--- config.mk ---
export PLATFORM = sky130hd
export DESIGN_NAME = sd_sector_packer_flat
export DESIGN_NICKNAME = d
export VERILOG_FILES = /design/src/rtl/sd_sector_packer_if.sv /design/src/rtl/sd_sector_packer.sv /design/src/flat_wrapper.sv
export SDC_FILE = /design/constraint.sdc
export NUM_CORES = 1
export LEC_CHECK = 0
export ABC_AREA = 1
export CAP_MARGIN = 20
export CORE_ASPECT_RATIO = 0.7
export CORE_MARGIN = 1.5
export CORE_UTILIZATION = 40
export DETAILED_ROUTE_END_ITERATION = 16
export MAX_ROUTING_LAYER = met4
export RECOVER_POWER = 100
export SLEW_MARGIN = 0
export SYNTH_ARGS = -nofsm -noshare
export SYNTH_HDL_FRONTEND = slang
export SYNTH_SLANG_ARGS = --single-unit
--- constraint.sdc ---
create_clock -name clk -period 4.1 [get_ports clk]
set_clock_uncertainty 0.1 [all_clocks]
set_input_delay 0.615 -clock clk [delete_from_list [all_inputs] [get_ports clk]]
set_output_delay 0.615 -clock clk [all_outputs]
set_load 0.01 [all_outputs]
--- src/rtl/sd_sector_packer_if.sv ---
// Word stream leaving the sector packer: valid/ready handshake with a last-word marker.
// The packer drives the master side; the downstream consumer uses the slave side.
interface sd_sector_packer_if;
  logic        m_valid;
  logic        m_ready;
  logic [31:0] m_data;
  logic        m_last;

  modport master (output m_valid, output m_data, output m_last, input m_ready);
  modport slave  (input m_valid, input m_data, input m_last, output m_ready);
endinterface

--- src/rtl/sd_sector_packer.sv ---
// Packs the SD reader byte stream into little-endian 32-bit words behind a small FIFO, with
// sticky error flags. Optional macro SECTOR_SUM_EN builds the per-sector 16-bit byte sum.
module sd_sector_packer #(
  parameter int FIFO_DEPTH = 16
) (
  input  logic                       clk,
  input  logic                       rst,
  input  logic                       outreq,
  input  logic [8:0]                 outaddr,
  input  logic [7:0]                 outbyte,
  input  logic                       rdone,
  sd_sector_packer_if.master         m_if,
  output logic [$clog2(FIFO_DEPTH):0] level,
  output logic                       seq_err,
  output logic                       ovf_err,
  output logic                       short_err,
  input  logic                       clr_err,
  output logic                       sum_valid,
  output logic [15:0]                sector_sum
);
  localparam int PTR_W = $clog2(FIFO_DEPTH);
  localparam int LVL_W = PTR_W + 1;
  localparam logic [LVL_W-1:0] DEPTH_LVL = LVL_W'(FIFO_DEPTH);

  typedef enum logic {IDLE, COLLECT} state_t;

  state_t      state_reg, state_next;
  logic [8:0]  exp_addr_reg, exp_addr_next;
  logic        rdone_d_reg;
  logic        rdone_rise;
  logic        rdone_exit;
  logic        short_hit;

  assign rdone_rise = rdone && !rdone_d_reg;
  assign rdone_exit = rdone_rise && (state_reg == COLLECT);

  // The byte of this cycle is applied first; a rdone rise then judges the updated index.
  always_comb begin
    state_next    = state_reg;
    exp_addr_next = exp_addr_reg;
    short_hit     = 1'b0;
    if (outreq) begin
      exp_addr_next = outaddr + 9'd1;
      state_next    = (outaddr == 9'd511) ? IDLE : COLLECT;
    end
    if (rdone_exit) begin
      state_next = IDLE;
      if (exp_addr_next != 9'd0) begin
        short_hit     = 1'b1;
        exp_addr_next = 9'd0;
      end
    end
  end

  always_ff @(posedge clk) begin
    if (rst) begin
      state_reg    <= IDLE;
      exp_addr_reg <= 9'd0;
      rdone_d_reg  <= 1'b0;
    end else begin
      state_reg    <= state_next;
      exp_addr_reg <= exp_addr_next;
      rdone_d_reg  <= rdone;
    end
  end

  // Lanes 0..2 hold the earlier bytes of the word; byte 3 goes straight into the push.
  logic [23:0] lanes;
  for (genvar gi = 0; gi < 3; gi++) begin : g_lane
    logic [7:0] lane_reg;
    always_ff @(posedge clk) begin
      if (rst || short_hit) begin
        lane_reg <= 8'd0;
      end else if (outreq && (outaddr[1:0] == 2'(gi))) begin
        lane_reg <= outbyte;
      end
    end
    assign lanes[gi*8 +: 8] = lane_reg;
  end

  logic        push_req, push, pop, full;
  logic [32:0] push_entry;
  logic [32:0] head;
  logic [32:0] mem [FIFO_DEPTH];
  logic [PTR_W-1:0] wr_ptr_reg, rd_ptr_reg;
  logic [LVL_W-1:0] level_reg;

  assign push_req   = outreq && (outaddr[1:0] == 2'b11);
  assign push_entry = {(outaddr == 9'd511), outbyte, lanes};
  assign full       = (level_reg == DEPTH_LVL);
  assign pop        = (level_reg != '0) && m_if.m_ready;
  assign push       = push_req && (!full || pop);

  always_ff @(posedge clk) begin
    if (push) begin
      mem[wr_ptr_reg] <= push_entry;
    end
  end

  always_ff @(posedge clk) begin
    if (rst) begin
      wr_ptr_reg <= '0;
      rd_ptr_reg <= '0;
      level_reg  <= '0;
    end else begin
      if (push) wr_ptr_reg <= wr_ptr_reg + PTR_W'(1);
      if (pop)  rd_ptr_reg <= rd_ptr_reg + PTR_W'(1);
      case ({push, pop})
        2'b10:   level_reg <= level_reg + LVL_W'(1);
        2'b01:   level_reg <= level_reg - LVL_W'(1);
        default: level_reg <= level_reg;
      endcase
    end
  end

  // Head is masked while empty so the bus reads zero rather than stale storage.
  assign head         = mem[rd_ptr_reg];
  assign m_if.m_valid = (level_reg != '0);
  assign m_if.m_data  = m_if.m_valid ? head[31:0] : 32'd0;
  assign m_if.m_last  = m_if.m_valid && head[32];
  assign level        = level_reg;

  logic seq_err_reg, ovf_err_reg, short_err_reg;
  logic seq_set, ovf_set;

  assign seq_set = outreq && (outaddr != exp_addr_reg);
  assign ovf_set = push_req && !push;

  // A new error in the same cycle as clr_err keeps its flag set.
  always_ff @(posedge clk) begin
    if (rst) begin
      seq_err_reg   <= 1'b0;
      ovf_err_reg   <= 1'b0;
      short_err_reg <= 1'b0;
    end else begin
      seq_err_reg   <= (seq_err_reg && !clr_err) || seq_set;
      ovf_err_reg   <= (ovf_err_reg && !clr_err) || ovf_set;
      short_err_reg <= (short_err_reg && !clr_err) || short_hit;
    end
  end

  assign seq_err   = seq_err_reg;
  assign ovf_err   = ovf_err_reg;
  assign short_err = short_err_reg;

`ifdef SECTOR_SUM_EN
  logic [15:0] acc_reg, acc_add, sum_reg;
  logic        sum_valid_reg;

  assign acc_add = ((outaddr == 9'd0) ? 16'd0 : acc_reg) + {8'd0, outbyte};

  always_ff @(posedge clk) begin
    if (rst) begin
      acc_reg       <= 16'd0;
      sum_reg       <= 16'd0;
      sum_valid_reg <= 1'b0;
    end else begin
      sum_valid_reg <= 1'b0;
      if (rdone_exit) begin
        acc_reg <= 16'd0;
      end else if (outreq) begin
        acc_reg <= acc_add;
      end
      if (outreq && (outaddr == 9'd511)) begin
        sum_reg       <= acc_add;
        sum_valid_reg <= 1'b1;
      end
    end
  end

  assign sum_valid  = sum_valid_reg;
  assign sector_sum = sum_reg;
`else
  assign sum_valid  = 1'b0;
  assign sector_sum = 16'd0;
`endif

endmodule
--- src/flat_wrapper.sv ---
// flat-port wrapper written by rule: the top's interface ports become plain ports
module sd_sector_packer_flat 
#(
  parameter int FIFO_DEPTH = 16
)
  (clk, rst, outreq, outaddr, outbyte, rdone, level, seq_err, ovf_err, short_err, clr_err, sum_valid, sector_sum, m_if_m_valid, m_if_m_data, m_if_m_last, m_if_m_ready);
  sd_sector_packer_if m_if_i ();
  input  logic clk;
  input  logic rst;
  input  logic outreq;
  input  logic [8:0] outaddr;
  input  logic [7:0] outbyte;
  input  logic rdone;
  output logic [$clog2(FIFO_DEPTH):0] level;
  output logic seq_err;
  output logic ovf_err;
  output logic short_err;
  input  logic clr_err;
  output logic sum_valid;
  output logic [15:0] sector_sum;
  output wire logic [$bits(m_if_i.m_valid)-1:0] m_if_m_valid;
  output wire logic [$bits(m_if_i.m_data)-1:0] m_if_m_data;
  output wire logic [$bits(m_if_i.m_last)-1:0] m_if_m_last;
  input wire logic [$bits(m_if_i.m_ready)-1:0] m_if_m_ready;
  assign m_if_m_valid = m_if_i.m_valid;
  assign m_if_m_data = m_if_i.m_data;
  assign m_if_m_last = m_if_i.m_last;
  assign m_if_i.m_ready = m_if_m_ready;
  sd_sector_packer #(.FIFO_DEPTH(FIFO_DEPTH)) u_core (.clk(clk), .rst(rst), .outreq(outreq), .outaddr(outaddr), .outbyte(outbyte), .rdone(rdone), .m_if(m_if_i), .level(level), .seq_err(seq_err), .ovf_err(ovf_err), .short_err(short_err), .clr_err(clr_err), .sum_valid(sum_valid), .sector_sum(sector_sum));
endmodule
# [After elaboration in Yosys (flattened, before gate mapping)]
# Memories as Yosys holds them, arrays and structs flattened. A register that Yosys moved wholly into a read port is not among the register bits.
# Index checks and enable logic that the tools add are counted.
# W data, S select, Z words.
[op_classes] n_addsub=5 n_eq_ne=8 n_mux=12 n_reduce_logical=28
[op_table] operator="$mux W32" count=1
[op_table] operator="$mux W9" count=3
[op_table] operator="$logic_and A1 B1 Y1" count=14
[op_table] operator="$pmux W5 S2" count=1
[op_table] operator="$add A9 B1 Y9 const B" count=1
[op_table] operator="$eq A9 B9 Y1 const B" count=1
[op_table] operator="$ne A9 B9 Y1" count=1
[op_table] operator="$reduce_bool A9 Y1" count=1
[op_table] operator="$add A4 B1 Y4 const B" count=2
[op_table] operator="$mux W4" count=2
[op_table] operator="$eq A2 B2 Y1 const B" count=3
[op_table] operator="$add A5 B1 Y5 const B" count=1
[op_table] operator="$eq A5 B5 Y1 const B" count=1
[op_table] operator="$logic_or A1 B1 Y1" count=5
[op_table] operator="$mux W1" count=5
[op_table] operator="$reduce_bool A5 Y1" count=1
[op_table] operator="$sub A5 B1 Y5 const B" count=1
[op_table] operator="$eq A2 B1 Y1 const B" count=2
[op_table] operator="$logic_not A1 Y1" count=4
[op_table] operator="$logic_not A2 Y1" count=1
[op_table] operator="$reduce_bool A2 Y1" count=1
[op_table] operator="$reduce_or A2 Y1" count=1
[totals] reg_bits=51 mem_bits_rw=528 inputBits=23 output_inout_bits=59 elab_cells=66 mem_count=1
[memory_table] name="u_core.mem" depth=16 word_bits=33 read_ports=1 rd_clocked_by_memory_dff=1 write_ports=1 line="sd_sector_packer.sv:84" source="logic [32:0] mem [FIFO_DEPTH];"

# [Logic depth before layout (Yosys ltp)]
[depth] ltp_word=7 mapped_depth=18

# [Least setup slack after synthesis]
# No wires, ideal clock.
[synth_timing] kind="input -> register" start="input outreq" end="memory u_core.mem[11][0], enable pin" setup_time_ps=423 arrival_time_ps=2744 required_time_ps=3577 path_slack_ps=832 stages=6 n_path_buf=2 cell_sequence="buf_6 > buf_2 > nand2_1 > a21oi_4 > nand2_1 > nor2_1"
[synth_between] elab_chain_cells=4
[synth_lines] item="start: declaration" line="flat_wrapper.sv:10" source="input logic outreq;"
[synth_lines] item="$logic_and A1 B1 Y1" line="sd_sector_packer.sv:88" source="assign push_req = outreq && (outaddr[1:0] == 2'b11);"
[synth_lines] item="$logic_and A1 B1 Y1" line="sd_sector_packer.sv:92" source="assign push = push_req && (!full || pop);"
[synth_lines] item="$mux W1" line="sd_sector_packer.sv:95" source="if (push) begin"
[synth_lines] item="$mux W1 (not written as such)" line="sd_sector_packer.sv:96" source="mem[wr_ptr_reg] <= push_entry;"
[synth_lines] item="end: declaration" line="sd_sector_packer.sv:84"
# No other way between the ends.

==> results.md <==
* Status: completed
* Clock root buffer: clkbuf_16
* End of the critical path: m_if_m_data[31]
* Final setup margin at approximately 170 ps
* R2R Path Start: u_core.level[1]
* IO buf count at 64
* # setup viols final at 0
* CTS H-tree depth at 2
* Critical Path RT at 3380 ps
* Arrival @ worst endpoint at 3210 ps
* Hold WC Path Type: flip-flop to flip-flop
* Max Fclk at roughly 250 MHz
* Core Area at around 57,000 µm²
* Startpoint Class: flip-flop
* Largest net degree at the start of global routing at between 100 and 150
* Sink Count at 583
* Total congestion overflow at 0
* Final Hold Viols at 0
* Synth Register Bits at 583
* Resize count post-CTS at 0
* GP Congestion at around 0.82
* Max_slew headroom at approximately 6.3%
* Maxcap violations at 0
* Worst vdd ir at 0.328 mV
* Antenna viol nets, final at 0
* Worst R2R End: u_core.mem[2][13]
* DP HPWL at approximately 33,000 µm
* Post-Place Setup Slack at approximately 580 ps
* Via count at ~15,000
* Tightest Pin Transition at approximately 1400 ps
* First-pass GRT wire length at about 92,000 µm
* Die height at 205 µm
* CTS clk-pin slew, worst paths at approximately 70 ps
* Internal reg-to-reg setup slack at roughly 440 ps
* Final instance area at about 27,000 µm²
* Row Count at 73
* Synthesized area at 23,400 µm²
* Synth cell types at 38
* Syn_area_per_cell at around 13 µm²
* Die Wd at 292 µm
* Critical path class: flip-flop to output port
* Residual DRC at 0
* Unrepaired setup endpoints after global routing: no
* Initial Util at around two fifths
* Max stage delay on crit path at 620 ps
* Final nets at approximately 1,900
* Vias in the first global route at roughly 14,000
* DRT Wirelength at 61,400 µm
* Setup TNS at 0 ps
* I/O pin count at slightly above 80
* Leakage power at roughly 9 nW
* Hold_buf cts at 0
* Layout cells sized above 1 at slightly below 9%
* Post-CTS Setup Bufs at 0
* PwrDens at just under 600 nW/µm²
* Die ar. at about 60,000 µm²
* Hold WS at around 370 ps
* Pre-Repair DR Iteration Count at 6
* CTS tree: built
* Worst R2R Path Depth at 9
* Critical Path End Type: output port
* Vias/cell at approximately 5.7
* Post-synthesis sequential area ratio at 72.6%
* Antenna violations before repair at 3
* Longest Clk Path Bufs at 3
* Area delta synth->final at 14.3%
* Initial DRC count at ~1,600
* Area contributors post-synth: edfxtp_1 (68%), o21ai_0 (6.0%), nor2_1 (5.1%)
* Fill cells at approximately 5,000
* Max reg flops at 528
* Synth area leader: edfxtp_1
* Synthesis Warnings at 0
* GRT Total Usage at 21.1%
* Mapped Cells at ~1,800
* DR WL/cell at ~23 µm
* Largest fanout on the critical path at 44
* Crit-path cells: clkinv_2 > buf_6 > o21ai_0 > o221ai_1 > nand3_1 > a21oi_1 > clkdlybuf4s50_1
* Yosys top cell area share at approximately two thirds
* Slowest stage cell, crit path: clkdlybuf4s50_1
* Period utilization at a little over nine tenths
* Final-report max-slew violation count at 0
* Worst-Skew Late Latency at between 500 and 600 ps
* Placed cell area at about 25,000 µm²
* Cts bufs inserted at between 50 and 60
* Fin crit period at slightly below 4000 ps
==> cells in the final DEF, fill, tap and decap left out, types with 19 or more instances in the layout <==
master / count
edfxtp_1: 528
nor2_1: 306
o21ai_0: 282
o221ai_1: 99
a21oi_1: 77
nand2_1: 72
nand3_1: 70
clkbuf_16: 54
dfxtp_1: 52
inv_1: 47
dlygate4sd3_1: 35
clkdlybuf4s50_1: 29
clkbuf_1: 26
mux2i_1: 24
nor2_4: 20
o22ai_1: 19
==> cells in the mapped netlist (all sizes together) <==
cell type,count
a211oi,2
a21o,1
a21oi,77
and3,1
buf,72
clkbuf,65
conb,1
dfxtp,55
edfxtp,528
ha,14
inv,52
mux2i,24
nand2,76
nand3,72
nand4,4
nor2,331
nor3,1
o211ai,5
o21ai,289
o21bai,3
o221ai,99
o22ai,19
or2,2
xnor2,5
xor2,10
==> worst min path at each step <==
stage	start	to	slack (ps)	depth (start not counted)
final	u_core.seq_err	u_core.seq_err	370	2
after global routing	u_core.state_reg	u_core.state_reg	390	2
after CTS	u_core.seq_err	u_core.seq_err	370	2
after detailed placement	u_core.seq_err	u_core.seq_err	360	2
after global placement	u_core.rd_ptr_reg[2]	flip-flop	360	2
after floorplan	u_core.state_reg	u_core.state_reg	340	2
==> logic make-up (layout without fill, tap and decap cells) <==
| kind of cell | after synthesis | after routing | share of synthesized area, % |
|---|---|---|---|
| xor gates and xnor gates | 15 | 15 | 0.562 |
| and+or+nand+nor | 487 | 487 | 8.78 |
| adders and majority gates | 14 | 14 | 0.750 |
| AOI/OAI and AO/OA | 495 | 495 | 12.5 |
| other | 1 | 20 | 0.0161 |
| muxes | 24 | 24 | 1.03 |
| buffers and inverters | 189 | 271 | 3.82 |
| DFF | 583 | 583 | 72.6 |
==> per-stage QoR <==
stage          utilization [%]  std cells  power [W]
4_1_cts                   46.9       2656     0.0160
3_3_place_gp              43.8       2558     0.0108
6_report                  46.6       2659     0.0158
5_1_grt                   46.6       2659     0.0165
3_5_place_dp              43.8       2558     0.0109
2_1_floorplan                -       1824    0.00916
==> final cells by class <==
class,instances,area [µm²],share of cell area (%)
well taps,750,938,3.51
diodes,3,7.51,0.0281
repair buffers,121,1150,4.33
flip-flops and latches,583,17000,63.5
multi-input cells,1052,5630,21.1
clock inverters,18,251,0.942
inverters,52,204,0.764
clock buffers,80,1550,5.80
==> metal layers <==
metal	up-vias	wire length (µm)	global-route usage, %
met2	642	27400	31.3
li1	6789	-	-
met1	7527	28200	30.8
met4	0	1020	4.45
met5	-	0	-
met3	90	4740	3.12
==> power by group <==
part	internal, W	leakage [nW]	switching (W)
registers	0.00653	5.27	0.000152
clock network	0.00298	0.876	0.00214
logic	0.00142	2.83	0.00257
total	0.0109	8.97	0.00486
==> worst max-delay path: cells and delay by family (launching register included) <==
kind            cells  cell delay [ps]
compound gates      3              740
buf+inv             3             1300
flops               1              470
simple gates        1              110
No activity file was read; power rests on OpenSTA's default activity.
